## config.mk

```make
export PLATFORM = sky130hd
export DESIGN_NAME = jtag_scan_master
export DESIGN_NICKNAME = d
export VERILOG_FILES = /design/src/rtl/jtag_scan_master.sv
export SDC_FILE = /design/constraint.sdc
export NUM_CORES = 1
export LEC_CHECK = 0
export CAP_MARGIN = 20
export CORE_MARGIN = 2
export CORE_UTILIZATION = 30
export CTS_CLUSTER_SIZE = 28
export DETAILED_ROUTE_END_ITERATION = 10
export SLEW_MARGIN = 30
export SYNTH_ARGS = -nofsm -noshare
export SYNTH_HDL_FRONTEND = slang
export SYNTH_SLANG_ARGS = --single-unit
```

## constraint.sdc

```tcl
create_clock -name clk_i -period 5.3 [get_ports clk_i]
set_input_delay 0.53 -clock clk_i [delete_from_list [all_inputs] [get_ports clk_i]]
set_output_delay 0.53 -clock clk_i [all_outputs]
set_load 0.005 [all_outputs]
```

## src/rtl/jtag_scan_master.sv

```systemverilog
// JTAG scan master: TAP reset sequence plus IR/DR scans of up to MAX_LEN bits. Optional RTI tail: JTAG_SCAN_RTI_EN.
// Latency: (len+5, +1 for IR, +RTI_CYCLES if enabled) TCK periods of 2*CLK_DIV clk_i cycles, response on the next cycle.
// Backpressure: req_ready_o only in IDLE; the response is held until rsp_ready_i, so no new request is taken meanwhile.
module jtag_scan_master #(
    parameter int MAX_LEN    = 64,
    parameter int CLK_DIV    = 2,
    parameter int RTI_CYCLES = 4
) (
    input  logic                         clk_i,
    input  logic                         ntrst_i,
    input  logic                         req_valid_i,
    output logic                         req_ready_o,
    input  logic                         req_ir_i,
    input  logic [$clog2(MAX_LEN+1)-1:0] req_len_i,
    input  logic [MAX_LEN-1:0]           req_data_i,
    output logic                         rsp_valid_o,
    input  logic                         rsp_ready_i,
    output logic [MAX_LEN-1:0]           rsp_data_o,
    output logic                         rsp_err_o,
    input  logic                         tap_reset_i,
    output logic                         busy_o,
    output logic                         tck_o,
    output logic                         tms_o,
    output logic                         tdi_o,
    input  logic                         tdo_i
);
    localparam int LEN_W = $clog2(MAX_LEN + 1);
    localparam int CNT_W = $clog2(MAX_LEN + RTI_CYCLES + 8);
    localparam int DIV_W = (CLK_DIV > 1) ? $clog2(CLK_DIV) : 1;
    localparam logic [LEN_W-1:0] MAX_L = LEN_W'(MAX_LEN);

    localparam logic [2:0] S_RST   = 3'd0;
    localparam logic [2:0] S_IDLE  = 3'd1;
    localparam logic [2:0] S_HDR   = 3'd2;
    localparam logic [2:0] S_SHIFT = 3'd3;
    localparam logic [2:0] S_TRL   = 3'd4;
    localparam logic [2:0] S_RTI   = 3'd5;
    localparam logic [2:0] S_RESP  = 3'd6;

    logic [2:0]         state;
    logic [DIV_W-1:0]   div_cnt;
    logic               tck_q;
    logic               tms_q;
    logic [CNT_W-1:0]   bit_cnt;
    logic               ir_q;
    logic [LEN_W-1:0]   len_q;
    logic [MAX_LEN-1:0] data_sh;
    logic [MAX_LEN-1:0] cap;
    logic               err_q;

    logic               active;
    logic               tick;
    logic               rise;
    logic               fall;
    logic               last_bit;
    logic [2:0]         end_state;
    logic [2:0]         nxt_state;
    logic [CNT_W-1:0]   nxt_cnt;
    logic [CNT_W-1:0]   len_c;
    logic               tms_nxt;

    assign active = (state == S_RST) || (state == S_HDR) || (state == S_SHIFT) ||
                    (state == S_TRL) || (state == S_RTI);
    assign tick   = active && (div_cnt == DIV_W'(CLK_DIV - 1));
    assign rise   = tick && !tck_q;
    assign fall   = tick && tck_q;
    assign len_c  = CNT_W'(len_q);

    // Every TCK cycle is a low phase then a high phase; the state advances on the falling edge.
    always_comb begin
        last_bit  = 1'b0;
        end_state = state;
        case (state)
            S_RST: begin
                last_bit  = (bit_cnt == CNT_W'(5));
                end_state = S_IDLE;
            end
            S_HDR: begin
                last_bit  = (bit_cnt == (ir_q ? CNT_W'(3) : CNT_W'(2)));
                end_state = S_SHIFT;
            end
            S_SHIFT: begin
                last_bit  = (bit_cnt == len_c - CNT_W'(1));
                end_state = S_TRL;
            end
            S_TRL: begin
                last_bit  = (bit_cnt == CNT_W'(1));
`ifdef JTAG_SCAN_RTI_EN
                end_state = S_RTI;
`else
                end_state = S_RESP;
`endif
            end
`ifdef JTAG_SCAN_RTI_EN
            S_RTI: begin
                last_bit  = (bit_cnt == CNT_W'(RTI_CYCLES - 1));
                end_state = S_RESP;
            end
`endif
            default: ;
        endcase
        nxt_state = last_bit ? end_state : state;
        nxt_cnt   = last_bit ? '0 : bit_cnt + CNT_W'(1);

        tms_nxt = 1'b0;
        case (nxt_state)
            S_RST:   tms_nxt = (nxt_cnt < CNT_W'(5));
            S_HDR:   tms_nxt = ir_q ? (nxt_cnt < CNT_W'(2)) : (nxt_cnt == '0);
            S_SHIFT: tms_nxt = (nxt_cnt == len_c - CNT_W'(1));
            S_TRL:   tms_nxt = (nxt_cnt == '0);
            default: tms_nxt = 1'b0;
        endcase
    end

    always_ff @(posedge clk_i or negedge ntrst_i) begin
        if (!ntrst_i) begin
            state   <= S_RST;
            div_cnt <= '0;
            tck_q   <= 1'b0;
            tms_q   <= 1'b1;
            bit_cnt <= '0;
            ir_q    <= 1'b0;
            len_q   <= '0;
            data_sh <= '0;
            cap     <= '0;
            err_q   <= 1'b0;
        end else begin
            div_cnt <= (active && !tick) ? div_cnt + DIV_W'(1) : '0;
            if (tick) tck_q <= ~tck_q;
            if (rise && state == S_SHIFT) cap <= {tdo_i, cap[MAX_LEN-1:1]};
            if (fall) begin
                state   <= nxt_state;
                bit_cnt <= nxt_cnt;
                tms_q   <= tms_nxt;
                if (state == S_SHIFT) begin
                    data_sh <= data_sh >> 1;
                    // Captured bits entered from the top; right-align them once the shift ends.
                    if (last_bit) cap <= cap >> (MAX_L - len_q);
                end
            end
            case (state)
                S_IDLE: begin
                    if (tap_reset_i) begin
                        state   <= S_RST;
                        bit_cnt <= '0;
                        tms_q   <= 1'b1;
                    end else if (req_valid_i) begin
                        ir_q    <= req_ir_i;
                        len_q   <= req_len_i;
                        data_sh <= req_data_i;
                        cap     <= '0;
                        bit_cnt <= '0;
                        if (req_len_i == '0 || req_len_i > MAX_L) begin
                            err_q <= 1'b1;
                            state <= S_RESP;
                        end else begin
                            err_q <= 1'b0;
                            state <= S_HDR;
                            tms_q <= 1'b1;
                        end
                    end
                end
                S_RESP: begin
                    if (rsp_ready_i) begin
                        state <= S_IDLE;
                        err_q <= 1'b0;
                    end
                end
                default: ;
            endcase
        end
    end

    assign tck_o       = tck_q;
    assign tms_o       = tms_q;
    assign tdi_o       = (state == S_SHIFT) && data_sh[0];
    assign busy_o      = (state != S_IDLE);
    assign req_ready_o = (state == S_IDLE) && !tap_reset_i;
    assign rsp_valid_o = (state == S_RESP);
    assign rsp_data_o  = (state == S_RESP) ? cap : '0;
    assign rsp_err_o   = err_q;

endmodule
```

* Word-level counts from Yosys, hierarchy flattened
Index checks and enable logic that the tools add are counted.
** Storage, ports and cells
- Bits of input ports :: 78
- Logic and storage cells :: 101
- Register bits :: 150
** Operators by class
- Add/subtract/negate cells :: 4
- Eq/ne operators :: 18
- $lt $le $gt $ge :: 3
- Reductions and logical operators :: 22
- Mux-type cells :: 41
- Shifts and indexed selects :: 1
- Bitwise logic cells :: 2
** Operators by type and width (count)
- $mux W64 :: 13
- $shr A64 B7 Y64 :: 1
- $mux W7 :: 5
- $mux W3 :: 6
- $eq A7 B7 Y1 :: 2
- $logic_not A7 Y1 :: 2
- $eq A3 B2 Y1 const B :: 4
- $eq A3 B3 Y1 const B :: 4
- $mux W1 :: 12
- $pmux W3 S4 :: 1
- $pmux W1 S4 :: 2
- $add A7 B1 Y7 const B :: 1
- $eq A7 B1 Y1 const B :: 1
- $eq A7 B2 Y1 :: 1
- $eq A7 B3 Y1 const B :: 1
- $gt A7 B7 Y1 const B :: 1
- $logic_and A1 B1 Y1 :: 7
- $lt A7 B2 Y1 const B :: 1
- $lt A7 B3 Y1 const B :: 1
- $sub A7 B1 Y7 const B :: 1
- $sub A7 B7 Y7 const A :: 1
- $logic_not A3 Y1 :: 2
- $pmux W3 S2 :: 1
- $logic_or A1 B1 Y1 :: 5
- other kinds (11) :: 15

* Depth between registers and ports, before layout
Gate-level depths: netlist of run 1.
- Depth in word-level cells :: 15
- Gate-level depth with buffers :: 16
- Mapped depth without buffers :: 11

* Worst setup path before layout of run 1
OpenSTA, ideal clock, no wires.
- Path type :: reg-to-reg
- From :: reg len_q[0], in the netlist len_c[0]
- To :: reg cap[1]
- Path buffers :: 6
- Arrival :: 3598 ps
- Data required time :: 5164 ps
- Setup slack :: 1566 ps
- Cell stages (with the launch flop) :: 16
- Cell sequence :: dfrtp_1 > buf_2 > buf_2 > buf_2 > inv_1 > ha_1 > buf_1 > buf_1 > clkbuf_1 > mux4_2 > a211oi_1 > a21oi_1 > nand2_1 > o211ai_1 > o211ai_1 > a21oi_1
** Between the ends
- Word-level cells in the longest chain between the ends :: 9
- Elaborated cells between the ends (all ways) :: 11
- Classes of those cells :: 2 x add/sub; 1 x eq/ne; 1 x shift; 7 x mux
** Ends and longest elaborated chain
- start, declared :: RTL line 46 : logic [LEN_W-1:0] len_q;
- start signal, assigned :: RTL line 149 : len_q <= req_len_i;
- branches (longest 3 deep; another with $sub A7 B7 Y7)
- $mux W64 * :: RTL line 138 : if (last_bit) cap <= cap >> (MAX_L - len_q);
- $mux W64 * :: RTL line 135 : if (state == S_SHIFT) begin
- $mux W64 * :: RTL line 131 : if (fall) begin
- $mux W64 :: RTL line 147 : end else if (req_valid_i) begin
- $mux W64 :: RTL line 143 : if (tap_reset_i) begin
- $mux W64 * :: RTL line 141 : case (state)
- end signal, assigned :: RTL line 130 : if (rise && state == S_SHIFT) cap <= {tdo_i, cap[MAX_LEN-1:1]};
- end signal, assigned :: RTL line 138
- end, declared :: RTL line 48 : logic [MAX_LEN-1:0] cap;
Every way passes the cells marked *.
A chain may end at the register's enable or synchronous reset.

* Final worst setup path of run 1
- From :: reg len_q[0], in the netlist len_c[0]
- To :: reg cap[39]
The elaborated chain is that of the path after synthesis.

==> results.py, run 1 <==
metrics = {
    "run_status": {
        "status": "completed",
    },
    "setup_path": {
        "rr_endpoint": "cap[39]",
        "r2r_cells": 12,
        "worst-path-buf-inv": 2,
        "arrival_ns": 4.33,
        "path_class": "reg -> reg",
        "r2r-start": "len_c[0]",
        "cpLargestDelayFamily": "simple AND/OR/NAND/NOR gates",
        "slowest_stage": "nor3_1",
        "path_max_fanout": 36,
        "worstSetupEndpointType": "register",
        "required_ns": 5.59,
        "path_cells": "inv_1 > ha_2 > nand2b_1 > nor3_1 > o2111ai_1 > a21o_1 > a211oi_4 > and2_2 > buf_4 > a21oi_1 > a31oi_1 > nor2_1",
        "cp-start-kind": "register",
        "slowest_delay_ns": 0.64,
        "crit_start": "len_c[0]",
        "r2r_setup_slack_ns": 1.25,
    },
    "final_layout": {
        "layout-drive-gt1-share_pct": 8.44,
        "area_growth_pct": 21.1,
        "insertedDiodeCount": 0,
        "mostFrequentLayoutCells": "nand2_1, nor2_1, dfrtp_1, clkdlybuf4s50_1, a21oi_1",
        "final_util_pct": 36.6,
        "nNetsFinal": 1737,
        "final_common_cell": "nand2_1",
        "final_area_um2": 14400,
    },
    "clocking": {
        "numCtsBuffers": 17,
        "clock_latency_ns": 0.45,
        "root_buffer": "clkbuf_16",
        "cts_tree": "built",
        "postCtsHoldBufs": 0,
        "cts_buffer_depth": 2,
        "clkSinkCount": 150,
        "ctsResizeCount": 0,
        "clkTransAtPathRegs_ns": 0.07,
        "htree_levels": 4,
        "postCtsSetupBuffers": 0,
    },
    "grt": {
        "antenna_found_initial": 1,
        "grt_pass1_wl_um": 65000,
        "grt_pass1_vias": 11254,
        "gr-total-overflow": 0,
        "track_usage_pct": 19.9,
        "grt_max_degree": 90,
    },
    "place": {
        "io_buffers": 148,
        "post_dp_cell_area_um2": 13800,
        "dp_hpwl_um": 29000,
        "gp_congestion": 0.996,
        "pre_cts_ws_ns": 1.08,
    },
    "timing": {
        "fin_skew_ns": 0.0137,
        "setup_ws_ns": 1.25,
        "rsz0062_at_grt": "no",
        "final-max-slew-violation-count": 0,
        "hold_viol_final": 0,
        "fin_crit_ns": 4.05,
        "period_share_pct": 76.3,
        "max_slew.worst_pin.slew_ns": 0.909,
        "tns_ns": 0,
        "setup_viol": 0,
        "slew_headroom_pct": 39.3,
        "clock.fmax_ghz": 0.247,
    },
    "job": {
        "cap_violations": 0,
    },
    "routing": {
        "dr.pass1.iters": 8,
        "routed_wl_um": 40800,
        "postRouteAntennaNets": 0,
        "drc_errors": 0,
        "viasPerCell": 5.48,
        "num_vias": 12036,
        "wl_per_cell_um": 18.6,
        "drt_iter0_markers": 1230,
    },
    "hold_path": {
        "min_path_type": "in -> async",
    },
    "synthesis": {
        "syn_area_per_cell_um2": 7.45,
        "netlist_area_um2": 11900,
        "netlist_instances": 1601,
        "ys_async_sr_fraction_pct": 100,
        "synth_edf_count": 0,
        "ys_ff_latch": 150,
        "yosysUniqueCellTypes": 64,
        "ys.flop_type": "dfrtp_1",
        "syn_nets": 1681,
        "yosysWarnings": 0,
        "ys_seq_area_share_pct": 31.5,
    },
    "die": {
        "ios": 149,
        "dieHeight_um": 203,
        "core-area_um2": 39500,
        "die_x_um": 203,
        "die_area_um2": 41400,
        "start_util_pct": 30.2,
        "rows": 73,
    },
    "pwr": {
        "powerDensity_nw_per_um2": 704,
        "peakVddDrop_v": 0.000323,
        "power.leakage_nw": 5.82,
    },
}
## area by class of cell
cell class | count | area, um2
Inverter | 13 | 48.8
Sequential cell | 150 | 3760
Clock buffer | 21 | 440
Fill cell | 4145 | 25000
Timing Repair Buffer | 177 | 1730
Clock inverter | 11 | 150
Multi-Input combinational cell | 1298 | 7650
Tap cell | 525 | 657
## power by group
| part | switching (mW) | leakage, nW | internal [mW] |
|---|---|---|---|
| clock | 0.529 | 0.282 | 0.744 |
| combinational | 4.02 | 3.71 | 2.52 |
| sequential | 0.683 | 1.83 | 1.67 |
| total | 5.23 | 5.82 | 4.94 |
## kinds of logic after synthesis
group	share of synthesized area [%]
fa+ha+maj	0.294
compound gates	19.2
flops	31.5
simple gates	28.7
mux	13.9
buf+inv	5.28
xor+xnor	1.22
## metrics by stage
stage | instances | hold slack (ns) | total power [mW]
2_1_floorplan | 1601 | 0.234 | 6.76
3_3_place_gp | 2162 | 0.503 | 8.69
3_5_place_dp | 2163 | 0.505 | 8.74
4_1_cts | 2195 | 0.0286 | 10.1
5_1_grt | 2195 | 0.0513 | 10.9
6_report | 2195 | 0.0173 | 10.2
## synth_stat cells (8+ instances only)
master	count	share of area [%]
nor2b_1	11	0.58
mux2i_1	43	3.6
nor2_1	200	6.3
buf_1	12	0.38
nand3_1	19	0.80
o21ai_0	53	2.2
clkbuf_1	105	3.3
o22ai_1	18	0.94
xnor2_1	10	0.73
buf_4	8	0.50
nand2_1	430	14
buf_2	14	0.59
and2_1	71	3.7
inv_1	13	0.41
nor3_1	33	1.4
o21a_1	9	0.57
o211ai_1	8	0.50
dfrtp_1	149	31
mux4_2	54	10
a31oi_1	89	4.7
a22oi_1	11	0.69
a211oi_1	19	1.2
a21oi_1	144	6.0
## routing by layer
metal	up-vias	part of all wire, %	global-route usage (%)
met5	-	0.032	0
met4	2	1.9	5.81
met3	47	9.2	5.21
met2	513	45	30.0
met1	5801	44	27.9
li1	5673	-	-
## worst max-delay path by stage
| stage | to | slack (ns) | depth (start not counted) |
|---|---|---|---|
| floorplan | cap[1] | 1.57 | 15 |
| global placement | cap[39] | 1.23 | 10 |
| detailed placement | cap[52] | 1.08 | 10 |
| CTS | cap[39] | 1.05 | 10 |
| global route | cap[50] | 0.93 | 12 |
| finish | cap[39] | 1.25 | 12 |
## sequential cells by signal (all words and copies together) (netlist names)
name,count
cap,64
data_sh,64
bit_cnt,7
len_c,7
state,3
div_cnt,1
ir_q,1
rsp_err_o,1
tck_o,1
tms_o,1
(Power assumes the default switching activity.)
==> inputs of run 2 (changes only) <==
==> constraint.sdc (replaced) <==
create_clock -name clk_i -period 3.42 [get_ports clk_i]
set_input_delay 0.342 -clock clk_i [delete_from_list [all_inputs] [get_ports clk_i]]
set_output_delay 0.342 -clock clk_i [all_outputs]
set_load 0.005 [all_outputs]
==> run 2 against run 1 <==
Against the previous run:
- maximum frequency grew 22%
- cell count is 2.2% higher
- global-route usage up 0.46 points
- largest cell class unchanged
- highest routed layer is now met4
==> results.py, run 2 (synthesized netlist as in run 1, its figures left out) <==
metrics = {
    "final_layout": {
        "layout-drive-gt1-share_pct": 11.2,
        "fin_cells": 2243,
        "final_common_cell": "nand2_1",
        "reg_top3": "cap x64, data_sh x64",
        "mostFrequentLayoutCells": "nand2_1, nor2_1, dfrtp_1, clkdlybuf4s50_1, a21oi_1",
        "insertedDiodeCount": 0,
        "fillers": 4148,
        "final_area_um2": 14900,
        "regArea_um2": 3760,
        "multi_input_area_um2": 7650,
        "area_growth_pct": 25.1,
        "nNetsFinal": 1785,
    },
    "clocking": {
        "clkSinkCount": 150,
        "postCtsSetupBuffers": 0,
        "root_buffer": "clkbuf_16",
        "cts_buffer_depth": 2,
        "clkTransAtPathRegs_ns": 0.07,
        "cts_tree": "built",
        "htree_levels": 4,
        "numCtsBuffers": 17,
        "clock_latency_ns": 0.45,
    },
    "routing": {
        "drt_iter0_markers": 975,
        "wl_per_cell_um": 18.5,
        "viasPerCell": 5.37,
        "postRouteAntennaNets": 0,
        "drc_errors": 0,
        "num_vias": 12051,
        "dr.pass1.iters": 6,
        "routed_wl_um": 41500,
    },
    "timing": {
        "fin_skew_ns": 0.0181,
        "tns_ns": 0,
        "hold_viol_final": 0,
        "final-max-slew-violation-count": 0,
        "fin_crit_ns": 3.31,
        "rsz0062_at_grt": "no",
        "setup_viol": 0,
        "period_share_pct": 96.7,
        "max_slew.worst_pin.slew_ns": 0.764,
        "clock.fmax_ghz": 0.302,
        "slew_headroom_pct": 49.1,
    },
    "grt": {
        "gr-total-overflow": 0,
        "grt_pass1_vias": 11443,
        "grt_max_degree": 142,
        "track_usage_pct": 20.3,
        "grt_pass1_wl_um": 66400,
        "antenna_found_initial": 3,
    },
    "pwr": {
        "pwr-share-clk_pct": 12.0,
        "p_sw_share_pct": 50.4,
        "switchingPower_mw": 8.36,
        "peakVddDrop_v": 0.000652,
        "power.leakage_nw": 6.09,
        "total_power_mw": 16.6,
        "powerDensity_nw_per_um2": 1110,
        "combPwrFrac_pct": 66.1,
        "p_seq_share_pct": 21.9,
        "cellInternalPower_mw": 8.23,
    },
    "die": {
        "die_x_um": 203,
        "rows": 73,
        "die_area_um2": 41400,
        "dieHeight_um": 203,
        "ios": 149,
        "core-area_um2": 39500,
        "start_util_pct": 30.2,
    },
    "setup_path": {
        "cp-start-kind": "register",
        "required_ns": 3.74,
        "path_class": "reg -> reg",
        "r2r_setup_slack_ns": 0.11,
        "worstSetupEndpointType": "register",
        "path_max_fanout": 57,
        "rr_endpoint": "cap[8]",
        "r2r_cells": 12,
        "arrival_ns": 3.62,
        "r2r-start": "len_c[0]",
    },
    "place": {
        "post_dp_cell_area_um2": 14300,
        "io_buffers": 148,
        "dp_cells": 2210,
        "gp_congestion": 0.916,
        "dp_hpwl_um": 29800,
    },
    "run_status": {
        "status": "completed",
    },
    "hold_path": {
        "whs_endpoint": "ir_q",
        "min_from": "req_ir_i",
        "min_path_type": "in -> reg",
        "min_path_cells": 3,
    },
    "job": {
        "cap_violations": 0,
    },
}
[run 2: power groups by stage]
stage          combinational, mW  clock (mW)  sequential (mW)
3_5_place_dp                10.8           0             3.65
6_report                    11.0        1.99             3.63
4_1_cts                     10.9        2.02             3.63
2_1_floorplan               7.34           0             3.18
5_1_grt                     11.9        2.09             3.79
3_3_place_gp                10.7           0             3.62
[run 2: critical path, cell delays in order (launching register included)]
cell     delay [ns]
dfrtp_4        0.54
inv_1          0.15
ha_2           0.25
buf_4          0.17
xor2_4         0.17
buf_12         0.30
mux2i_1        0.31
buf_4          0.16
a21oi_1        0.07
a22oi_1        0.43
o21ai_0        0.31
a21oi_1        0.22
nor2_1         0.05
[run 2: repair_timing]
action                                  in CTS  in global routing
hold buffers                                 1                  0
endpoints found under the setup margin       0                  2
gates resized for setup                      0                  2
endpoints found under the hold margin       70                  0
[run 2: area by class of cell]
type	count	area share (%)
repair buffers	225	14.8
flip-flops and latches	150	25.2
clock buffers	21	3.09
well taps	525	4.40
inverters	13	0.327
clock inverters	11	0.939
multi-input cells	1298	51.2
[run 2: worst max-delay path by stage]
stage                  start  endpoint  slack (ns)  cells past startpoint
global placement    len_c[0]   cap[10]        0.13                     11
global route        len_c[0]  state[1]       0.001                     13
CTS                 len_c[0]   cap[10]        0.14                     11
finish              len_c[0]    cap[8]        0.11                     12
floorplan           len_c[0]   cap[31]        0.07                     16
detailed placement  len_c[0]   cap[10]        0.18                     11
[run 2: through the flow]
step           hold WS (ns)  util [%]  setup slack (ns)
2_1_floorplan        0.0464         -            0.0658
3_3_place_gp          0.417      36.3             0.134
3_5_place_dp          0.423      36.3             0.178
4_1_cts               0.423      37.8             0.139
5_1_grt               0.437      37.8           0.00115
6_report              0.432      37.8             0.113
[run 2: metal layers]
metal  global-route usage (%)  wire (um)  share of wire, %
met3                     5.23       3340               8.0
met5                        0          0                 0
met1                     27.7      18600                45
met2                     32.5      19000                46
met4                     4.14        517               1.2
==> inputs of run 3 (changes only) <==
--- a/config.mk
+++ b/config.mk
@@ -6,10 +6,10 @@
 export NUM_CORES = 1
 export LEC_CHECK = 0
 export CAP_MARGIN = 20
-export CORE_MARGIN = 2
 export CORE_UTILIZATION = 30
 export CTS_CLUSTER_SIZE = 28
 export DETAILED_ROUTE_END_ITERATION = 10
+export HOLD_SLACK_MARGIN = 0.02
 export SLEW_MARGIN = 30
 export SYNTH_ARGS = -nofsm -noshare
 export SYNTH_HDL_FRONTEND = slang
==> run 3 against run 2 <==
Against the previous run:
- total power up 0.40%
- design area about the same
- highest routed layer unchanged
- critical path type unchanged
- critical path depth down 3
- largest cell class unchanged
- hold slack worse by 0.013 ns
- cell count down 0.36%
- largest power group unchanged
- combinational power about the same
- die area down 2.0%
==> results.py, run 3 (synthesized netlist as in run 1, its figures left out) <==
metrics = {
    "setup_path": {
        "cp-start-kind": "register",
        "path_max_fanout": 20,
        "arrival_ns": 3.65,
        "worstSetupEndpointType": "register",
        "path_class": "reg -> reg",
        "required_ns": 3.80,
    },
    "timing": {
        "period_share_pct": 95.5,
        "final-max-slew-violation-count": 0,
        "fin_crit_ns": 3.27,
        "slew_headroom_pct": 40.1,
        "max_slew.worst_pin.slew_ns": 0.895,
        "tns_ns": 0,
        "clock.fmax_ghz": 0.306,
        "fin_skew_ns": 0.0159,
        "setup_ws_ns": 0.154,
        "holdWs_ns": 0.419,
        "hold_viol_final": 0,
        "setup_viol": 0,
    },
    "clocking": {
        "cts_tree": "built",
        "clkSinkCount": 150,
        "cts_buffer_depth": 2,
        "postCtsSetupBuffers": 0,
        "root_buffer": "clkbuf_16",
        "clock_latency_ns": 0.45,
        "clkTransAtPathRegs_ns": 0.07,
        "numCtsBuffers": 17,
        "htree_levels": 4,
    },
    "grt": {
        "grt_pass1_wl_um": 64900,
        "gr-total-overflow": 0,
        "antenna_found_initial": 1,
        "grt_pass1_vias": 11275,
        "grt_max_degree": 82,
        "track_usage_pct": 20.2,
    },
    "final_layout": {
        "reg_top3": "cap x64, data_sh x64",
        "area_growth_pct": 25.2,
        "nNetsFinal": 1784,
        "insertedDiodeCount": 0,
        "fillers": 4108,
        "final_util_pct": 38.4,
        "final_common_cell": "nand2_1",
        "layout-drive-gt1-share_pct": 11.2,
        "final_area_um2": 14900,
        "mostFrequentLayoutCells": "nand2_1, nor2_1, dfrtp_1, clkdlybuf4s50_1, a21oi_1",
    },
    "job": {
        "cap_violations": 0,
    },
    "place": {
        "pre_cts_ws_ns": 0.103,
        "gp_congestion": 0.966,
        "dp_hpwl_um": 29600,
        "io_buffers": 148,
        "post_dp_cell_area_um2": 14300,
    },
    "die": {
        "dieHeight_um": 201,
        "rows": 72,
        "start_util_pct": 30.6,
        "ios": 149,
        "die_x_um": 201,
        "core-area_um2": 38900,
        "die_area_um2": 40600,
    },
    "routing": {
        "postRouteAntennaNets": 0,
        "dr.pass1.iters": 7,
        "routed_wl_um": 41100,
        "drc_errors": 0,
        "wl_per_cell_um": 18.4,
        "viasPerCell": 5.42,
        "num_vias": 12120,
        "drt_iter0_markers": 1234,
    },
    "pwr": {
        "peakVddDrop_v": 0.000693,
        "powerDensity_nw_per_um2": 1120,
        "combPwrFrac_pct": 66.9,
        "power.leakage_nw": 6.09,
        "switchingPower_mw": 8.38,
        "cellInternalPower_mw": 8.27,
        "pwr-share-clk_pct": 11.3,
        "p_sw_share_pct": 50.3,
        "p_seq_share_pct": 21.8,
    },
    "hold_path": {
        "min_path_type": "in -> reg",
    },
    "run_status": {
        "status": "completed",
    },
}
==> run 3: cell types whose count changed in the layout (fill, tap and decap cells not counted), sizes merged <==
cell    previous run  this run
buf               77        76
bufinv             2         1
clkbuf            21        18
clkinv             4         5
inv               17        20
==> run 3: final cells by class <==
type | count | area (um2) | area share [%]
Multi-Input combinational cell | 1298 | 7660 | 51.3
Sequential cell | 150 | 3760 | 25.2
Timing Repair Buffer | 224 | 2240 | 15.0
Clock inverter | 14 | 140 | 0.939
Clock buffer | 18 | 429 | 2.88
Inverter | 13 | 48.8 | 0.327
Tap cell | 518 | 648 | 4.34
==> run 3: critical path: stages (launching register included) <==
cell      delay, ns
dfrtp_1        0.44
or3_4          0.43
or3_4          0.40
a2111o_1       0.42
a21o_1         0.22
a211oi_4       0.35
nand2_1        0.17
buf_4          0.26
nor3_1         0.35
o21a_1         0.17
==> run 3: metrics by stage <==
step	cells	power (mW)
3_5_place_dp	2202	14.5
2_1_floorplan	1601	10.5
3_3_place_gp	2202	14.5
5_1_grt	2235	17.8
6_report	2235	16.7
4_1_cts	2235	16.5
==> run 3: worst paths after layout <==
kind,startpoint,endpoint,slack (ns),cells past startpoint
worst min-delay path,req_ir_i,ir_q,0.42,3
max in group asynchronous,ntrst_i,cap[26],2.04,3
worst max-delay path,len_c[3],cap[48],0.15,9
min in group asynchronous,ntrst_i,data_sh[13],0.52,2
worst min register to register,div_cnt,div_cnt,0.52,1
worst max register to register,len_c[3],cap[48],0.15,9
==> run 3: timing repair <==
item,in CTS,in global routing
resized for setup,0,2
hold buffers,1,0
setup endpoints to repair,0,62
hold endpoints to repair,59,0
==> run 3: power groups by stage <==
stage | sequential (mW) | combinational, mW | clock (mW)
after floorplan | 3.18 | 7.34 | 0
after global placement | 3.63 | 10.9 | 0
after detailed placement | 3.64 | 10.9 | 0
after CTS | 3.62 | 11.0 | 1.93
after global routing | 3.80 | 12.0 | 1.99
final | 3.64 | 11.1 | 1.88
==> run 3: routing by layer <==
| layer | track usage, % | vias up | wire, um |
|---|---|---|---|
| met5 | 0 | - | 0 |
| met4 | 4.90 | 0 | 643 |
| met3 | 4.37 | 39 | 3210 |
| met2 | 30.7 | 478 | 18400 |
| met1 | 28.9 | 5819 | 18800 |
| li1 | - | 5784 | - |
